<file path="src/rtl/run_controller_if.sv">
// Run-control handshake bundle between the run controller and its user.
// The controller takes the master side; the bench or SoC glue takes the slave side.
interface run_controller_if #(
   parameter int CNT_WIDTH = 32
);
   logic                 start;
   logic                 halt;
   logic                 complete;
   logic                 finish;
   logic                 running;
   logic                 timed_out;
   logic [CNT_WIDTH-1:0] cycle_count;

   modport master (
      input  start,
      input  halt,
      output complete,
      output finish,
      output running,
      output timed_out,
      output cycle_count
   );

   modport slave (
      output start,
      output halt,
      input  complete,
      input  finish,
      input  running,
      input  timed_out,
      input  cycle_count
   );
endinterface

</file>
<file path="src/rtl/run_controller.sv">
// Run controller sitting upstream of the processor core. A run starts on
// `start`. It ends on a retired halt or when the cycle budget runs out. The
// controller raises `complete` towards the core, holds it for DRAIN_CYCLES
// edges, then raises `finish` and parks in DONE until reset. It also reports
// the elapsed cycle count and whether the budget ended the run.
module run_controller #(
   parameter int MAX_CYCLES   = 100,
   parameter int DRAIN_CYCLES = 1,
   parameter int CNT_WIDTH    = 32
) (
   input  logic              clk,
   input  logic              reset,
   run_controller_if.master  bus
);

   typedef enum logic [1:0] {IDLE, RUN, DRAIN, DONE} state_t;

   localparam logic [CNT_WIDTH-1:0] ONE       = CNT_WIDTH'(1);
   // complete must rise with cycle_count at MAX_CYCLES-DRAIN_CYCLES so that
   // finish, DRAIN_CYCLES edges later, coincides with cycle_count=MAX_CYCLES.
   localparam logic [CNT_WIDTH-1:0] BUDGET    = CNT_WIDTH'(MAX_CYCLES - DRAIN_CYCLES);
   localparam logic [CNT_WIDTH-1:0] DRAIN_LEN = CNT_WIDTH'(DRAIN_CYCLES);

   state_t               state_q, state_d;
   logic [CNT_WIDTH-1:0] cnt_q, cnt_d, cnt_inc;
   logic [CNT_WIDTH-1:0] drain_q, drain_d, drain_inc;
   logic                 complete_q, complete_d;
   logic                 finish_q, finish_d;
   logic                 running_q, running_d;
   logic                 timed_out_q, timed_out_d;

   assign cnt_inc   = cnt_q + ONE;
   assign drain_inc = drain_q + ONE;

   // State and every output flag are registered; reset clears all of them at once.
   always_ff @(posedge clk or posedge reset) begin
      if (reset) begin
         state_q     <= IDLE;
         cnt_q       <= '0;
         drain_q     <= '0;
         complete_q  <= 1'b0;
         finish_q    <= 1'b0;
         running_q   <= 1'b0;
         timed_out_q <= 1'b0;
      end else begin
         state_q     <= state_d;
         cnt_q       <= cnt_d;
         drain_q     <= drain_d;
         complete_q  <= complete_d;
         finish_q    <= finish_d;
         running_q   <= running_d;
         timed_out_q <= timed_out_d;
      end
   end

   // Next-state and next-output logic. Halt outranks the budget on the same edge.
   always_comb begin
      state_d     = state_q;
      cnt_d       = cnt_q;
      drain_d     = drain_q;
      complete_d  = complete_q;
      finish_d    = finish_q;
      running_d   = running_q;
      timed_out_d = timed_out_q;
      case (state_q)
         IDLE: begin
            if (bus.start) begin
               state_d   = RUN;
               cnt_d     = '0;
               drain_d   = '0;
               running_d = 1'b1;
            end
         end
         RUN: begin
            cnt_d = cnt_inc;
            if (bus.halt || (cnt_inc == BUDGET)) begin
               complete_d  = 1'b1;
               timed_out_d = !bus.halt;
               if (DRAIN_CYCLES == 0) begin
                  state_d   = DONE;
                  finish_d  = 1'b1;
                  running_d = 1'b0;
               end else begin
                  state_d = DRAIN;
                  drain_d = '0;
               end
            end
         end
         DRAIN: begin
            cnt_d   = cnt_inc;
            drain_d = drain_inc;
            if (drain_inc == DRAIN_LEN) begin
               state_d   = DONE;
               finish_d  = 1'b1;
               running_d = 1'b0;
            end
         end
         DONE: begin
            state_d = DONE;
         end
         default: begin
            state_d = IDLE;
         end
      endcase
   end

   assign bus.complete    = complete_q;
   assign bus.finish      = finish_q;
   assign bus.running     = running_q;
   assign bus.timed_out   = timed_out_q;
   assign bus.cycle_count = cnt_q;

endmodule

</file>
<file path="src/flat_wrapper.sv">
// flat-port wrapper written by rule: the top's interface ports become plain ports
module run_controller_flat 
#(
   parameter int MAX_CYCLES   = 100,
   parameter int DRAIN_CYCLES = 1,
   parameter int CNT_WIDTH    = 32
)
  (clk, reset, bus_start, bus_halt, bus_complete, bus_finish, bus_running, bus_timed_out, bus_cycle_count);
  run_controller_if #(.CNT_WIDTH(CNT_WIDTH)) bus_i ();
  input  logic clk;
  input  logic reset;
  input wire logic [$bits(bus_i.start)-1:0] bus_start;
  input wire logic [$bits(bus_i.halt)-1:0] bus_halt;
  output wire logic [$bits(bus_i.complete)-1:0] bus_complete;
  output wire logic [$bits(bus_i.finish)-1:0] bus_finish;
  output wire logic [$bits(bus_i.running)-1:0] bus_running;
  output wire logic [$bits(bus_i.timed_out)-1:0] bus_timed_out;
  output wire logic [$bits(bus_i.cycle_count)-1:0] bus_cycle_count;
  assign bus_i.start = bus_start;
  assign bus_i.halt = bus_halt;
  assign bus_complete = bus_i.complete;
  assign bus_finish = bus_i.finish;
  assign bus_running = bus_i.running;
  assign bus_timed_out = bus_i.timed_out;
  assign bus_cycle_count = bus_i.cycle_count;
  run_controller #(.MAX_CYCLES(MAX_CYCLES), .DRAIN_CYCLES(DRAIN_CYCLES), .CNT_WIDTH(CNT_WIDTH)) u_core (.clk(clk), .reset(reset), .bus(bus_i));
endmodule
</file>
<file path="config.mk">
export PLATFORM = sky130hd
export DESIGN_NAME = run_controller_flat
export DESIGN_NICKNAME = d
export VERILOG_FILES = /design/src/rtl/run_controller_if.sv /design/src/rtl/run_controller.sv /design/src/flat_wrapper.sv
export SDC_FILE = /design/constraint.sdc
export NUM_CORES = 1
export LEC_CHECK = 0
export ABC_CLOCK_PERIOD_IN_PS = 3800
export CAP_MARGIN = 20
export CORE_ASPECT_RATIO = 1.25
export CORE_MARGIN = 3
export CORE_UTILIZATION = 40
export CTS_CLUSTER_DIAMETER = 150
export DETAILED_ROUTE_END_ITERATION = 10
export PLACE_DENSITY = 0.57
export RECOVER_POWER = 100
export SLEW_MARGIN = 20
export SYNTH_ARGS = -nofsm -noshare
export SYNTH_HDL_FRONTEND = slang
export SYNTH_SLANG_ARGS = --single-unit
</file>
<file path="constraint.sdc">
create_clock -name clk -period 3.8 [get_ports clk]
set_clock_uncertainty 0.15 [all_clocks]
set_input_delay 0.57 -clock clk [delete_from_list [all_inputs] [get_ports clk]]
set_output_delay 0.57 -clock clk [all_outputs]
set_load 0.05 [all_outputs]
</file>
Word level (Yosys, flattened, before mapping)
Cells that the tools add are included.
Word-level totals
  register bits: 70
  input port bits: 4
  output and inout port bits: 36
  logic and storage cells: 41
Operators by class
  add/subtract/negate cells: 2
  equality and inequality tests: 8
  muxes and demuxes: 11
  reductions and logical operators: 13
Operators by type and width (count)
  $pmux W32 S3: 1
  $add A32 B1 Y32 const B: 2
  $mux W32: 2
  $pmux W32 S2: 1
  $eq A32 B1 Y1 const B: 1
  $eq A32 B7 Y1 const B: 1
  $reduce_and A3 Y1: 3
  $pmux W2 S4: 1
  $mux W2: 3
  $reduce_and A2 Y1: 3
  $eq A2 B2 Y1 const B: 2
  $ne A2 B1 Y1 const B: 2
  $reduce_bool A2 Y1: 2
  $reduce_bool A3 Y1: 1
  $eq A2 B1 Y1 const B: 1
  $logic_not A2 Y1: 1
  $mux W1: 2
  $ne A2 B2 Y1 const B: 1
  $pmux W1 S2: 1
  $reduce_or A2 Y1: 1
  $logic_not A1 Y1: 1
  $logic_or A1 B1 Y1: 1

Longest topological paths before layout
  depth in word-level cells: 5
  gate-level depth with buffers: 13
  gate-level depth less buffers: 10

Worst setup path before layout
OpenSTA, ideal clock, no wires.
  path kind: flip-flop to flip-flop
  from: register u_core.cnt_q[1], in the netlist u_core.bus.cycle_count[1]
  to: register u_core.drain_q[13]
  library setup time: 0.138 ns
  arrival: 3.121 ns
  data required time: 3.512 ns
  setup slack: 0.391 ns
  cell stages (with the launch flop): 13
  path buffers: 2
  clock period less this slack: 3.409 ns
  path through: dfrtp_1 -> ha_1 -> inv_1 -> nor4_4 -> nand4_1 -> xnor2_1 -> o2111ai_1 -> and4bb_4 -> a31oi_4 -> buf_6 -> buf_8 -> o31ai_4 -> o41ai_2
Between the ends
  word-level cells in the longest chain between the ends: 5
Ends and longest elaborated chain
  start, declared: RTL line run_controller.sv:25  | logic [CNT_WIDTH-1:0] cnt_q, cnt_d, cnt_inc;
  start signal, assigned: RTL line run_controller.sv:47  | cnt_q <= cnt_d;
  $add A32 B1 Y32: RTL line run_controller.sv:32  | assign cnt_inc = cnt_q + ONE;
  $eq A32 B7 Y1: RTL line run_controller.sv:76  | if (bus.halt || (cnt_inc == BUDGET)) begin
  $logic_or A1 B1 Y1: RTL line run_controller.sv:76
  $ne A2 B1 Y1 (no source line)
  $reduce_and A3 Y1 (no source line)
  end signal, assigned: RTL line run_controller.sv:48  | drain_q <= drain_d;
  end, declared: RTL line run_controller.sv:26  | logic [CNT_WIDTH-1:0] drain_q, drain_d, drain_inc;
Every way passes these cells.
A chain may end at the register's enable or synchronous reset.

Worst setup path after layout
  from: register u_core.cnt_q[7], in the netlist u_core.bus.cycle_count[7]
  to: register u_core.drain_q[0]
The elaborated chain is that of the path after synthesis.

==> impl_metrics.py <==
metrics = {
    "layout": {
        "syn_to_final_growth_pct": 17.6,
        "antenna_cells": 0,
        "multiInputGateArea_um2": 3140,
        "utilization_pct": 48.3,
        "layout-drive-gt1-share_pct": 12.5,
        "num-fill-cells": 1286,
        "final_common_cell": "nand2_1",
        "final_cell_mix": "nand2_1, dfrtp_1, nand3_1",
        "seq_area_um2": 1750,
        "nets": 676,
        "fin_cells": 832,
    },
    "die": {
        "initial_core_util_pct": 41.1,
        "pin_count": 40,
        "die_y_um": 134,
        "design.core.area_um2": 12800,
        "dieWidth_um": 109,
        "die_area_um2": 14600,
        "rows": 46,
    },
    "synthesis": {
        "synth_largest_area_cell": "dfrtp_1",
        "yosysSeqAreaShare_pct": 33.3,
        "async_flop_share_pct": 100,
        "ys_ff_latch": 70,
        "synth_flop_cell": "dfrtp_1",
        "synth_cell_types": 71,
        "syn_inst": 622,
        "netlist.area_leader.share_pct": 33.3,
        "yosysWarnings": 0,
        "synth_area_per_cell_um2": 8.45,
        "syn_area_um2": 5250,
        "synthTopCellsByArea": "dfrtp_1, nand2_1, o31ai_1",
        "synth_edf_count": 0,
        "synth_fp_nets": 636,
    },
    "sta": {
        "setup_viol": 0,
        "grt_setup_unrepaired": "false",
        "drv_slew": 0,
        "fin_crit_sh_pct": 93.9,
        "timing.fmax_mhz": 280,
        "slew_headroom_pct": 8.00,
        "tns_ns": 0,
        "finalHoldViolations": 0,
        "min_period_ns": 3.57,
        "worst_slew_pin_slew_ns": 1.38,
    },
    "global_routing": {
        "grt_pass1_vias": 5019,
        "overflow": 0,
        "grt_max_degree": 35,
        "grt_first_pass_wirelength_um": 25000,
        "use_met3_pct": 3.03,
        "grtUsageTotal_pct": 21.4,
        "use_met1_pct": 25.2,
        "antenna_found_initial": 0,
        "grt-busiest-layer": "met2",
        "grtUsageMet2_pct": 37.0,
    },
    "clocking": {
        "cts_buffer_depth": 2,
        "cts_tree": "built",
        "cts.sinks": 70,
        "clk_pin_slew_ns": 0.06,
        "cts_root_buffer": "clkbuf_16",
        "worstSkewPairLatency_ns": 0.34,
        "cts_inserted_buffers": 9,
        "cts_hold_buf": 0,
        "htreeDepth": 3,
    },
    "place": {
        "gp_congestion": 0.852,
        "port_buffers": 39,
        "hpwlAfterDp_um": 10400,
        "post-place-cells": 817,
    },
    "routing": {
        "drc_errors": 0,
        "drt-initial-drc-count": 284,
        "first_pass_iters": 5,
        "wirelength_um": 14800,
        "avgViaCountPerCell": 6.00,
        "drtAntennaViolNets": 0,
        "num_vias": 4990,
        "wl_per_cell_um": 17.8,
    },
    "critical_path": {
        "critPathRequiredTime_ns": 3.88,
        "critical_path.max_fanout": 27,
        "r2r_setup_slack_ns": 0.23,
        "critPathLaunchType": "register",
        "crit_chain": "nand4_4, nor4_4, buf_4, nand4_2, nor3b_1, o2111ai_1, and4bb_4, a31oi_4, nor3_4, buf_4, mux2_2",
        "cp_common_cell": "buf_4",
        "ff2ff_path_depth": 11,
        "crit_arrival_ns": 3.65,
        "reg2reg_from": "u_core.bus.cycle_count[7]",
        "max_stage_delay_ns": 0.67,
        "regToRegEndpoint": "u_core.drain_q[0]",
        "worst_path_max_delay_cell": "a31oi_4",
        "end_kind": "register",
        "crit_type": "register to register",
    },
    "hold_path": {
        "min-delay-start": "u_core.bus.finish",
        "worstHoldEndpoint": "u_core.bus.finish",
        "min_path_cells": 1,
        "hold_class": "register to register",
    },
    "power": {
        "leakagePower_nw": 2.40,
        "p_total_mw": 1.64,
        "ir_drop_mv": 0.153,
        "power_density_nw_per_um2": 265,
    },
    "outcome": {
        "status": "completed",
    },
    "flow_run": {
        "cap_violations": 0,
    },
}
flip-flops by register name, summed over array words and instances (netlist names):
register and flops:
u_core.drain_q 32, u_core.bus.timed_out 1, u_core.bus.finish 1, u_core.state_q 2, u_core.bus.cycle_count 32, u_core.bus.complete 1
u_core.bus.running 1
metrics by stage:
stage / hold slack, ns / area, µm² / worst slack, ns
after global routing: 0.329 / 6180 / 0.0146
after global placement: 0.297 / 5900 / 0.231
after CTS: 0.317 / 6200 / 0.140
final: 0.307 / 6180 / 0.230
after floorplan: 0.355 / 5250 / 0.391
after detailed placement: 0.302 / 5900 / 0.155
layout make-up:
type | instances | area share (%)
multi-input cells | 475 | 50.8
well taps | 168 | 3.40
repair buffers | 81 | 11.1
inverters | 25 | 1.52
clock inverters | 1 | 0.486
flip-flops and latches | 70 | 28.4
clock buffers | 12 | 4.31
kinds of logic (layout without fill, tap and decap cells):
family / after synthesis / count (layout) / share of synthesized area [%]
AND/OR/NAND/NOR: 271 / 271 / 28.4
AO/OA/AOI/OAI: 165 / 165 / 24.2
buffers and inverters: 77 / 119 / 6.60
flip-flops: 70 / 70 / 33.3
XOR/XNOR: 22 / 22 / 3.67
adder cells (fa/ha/maj): 10 / 10 / 2.38
multiplexers: 7 / 7 / 1.38
cell usage after synthesis, drive strengths merged (5+ instances only):
master    n
o2bb2ai   6
o41ai    10
and4      6
nand3    39
or3      12
xnor2    11
a31oi    13
nand2b    6
a21oi    16
nand2    90
ha       10
nand4    25
a22o      5
a211oi    6
dfrtp    70
mux2i     5
and3      6
and2      6
o211ai    6
nor4     10
buf      25
nor2     30
nor3     20
o31ai    37
xor2     11
clkbuf   27
o21ai    38
inv      25
routing by layer:
| metal | vias to the layer above | wire (µm) |
|---|---|---|
| met1 | 2446 | 6200 |
| met4 | 0 | 547 |
| met2 | 118 | 7620 |
| met5 | - | 0 |
| li1 | 2385 | - |
| met3 | 41 | 404 |
power breakdown:
part | internal (mW) | leakage, nW | switching, mW
Combinational | 0.00332 | 1.40 | 0.0161
Sequential | 0.746 | 0.853 | 0
Clock | 0.551 | 0.147 | 0.321
Total | 1.30 | 2.40 | 0.337
critical path: cells and delay by family, from the launching register on:
| kind | cells | cell delay [ns] |
|---|---|---|
| buffers and inverters | 2 | 0.40 |
| AOI/OAI and AO/OA | 2 | 0.90 |
| DFF | 1 | 0.51 |
| and+or+nand+nor | 6 | 1.23 |
| muxes | 1 | 0.26 |
worst max-delay path by stage:
stage	from	to	slack (ns)
2_1_floorplan	u_core.bus.cycle_count[1]	u_core.drain_q[13]	0.39
3_3_place_gp	u_core.bus.cycle_count[0]	u_core.drain_q[0]	0.23
3_5_place_dp	u_core.bus.cycle_count[8]	u_core.drain_q[12]	0.15
4_1_cts	u_core.bus.cycle_count[4]	u_core.drain_q[12]	0.14
5_1_grt	u_core.bus.cycle_count[0]	u_core.drain_q[19]	0.01
6_report	u_core.bus.cycle_count[7]	u_core.drain_q[0]	0.23
repair_timing:
item	in CTS	in global routing
endpoints found under the setup margin	0	9
gates resized for setup	0	2
setup buffers	0	2
(Power assumes the default switching activity.)
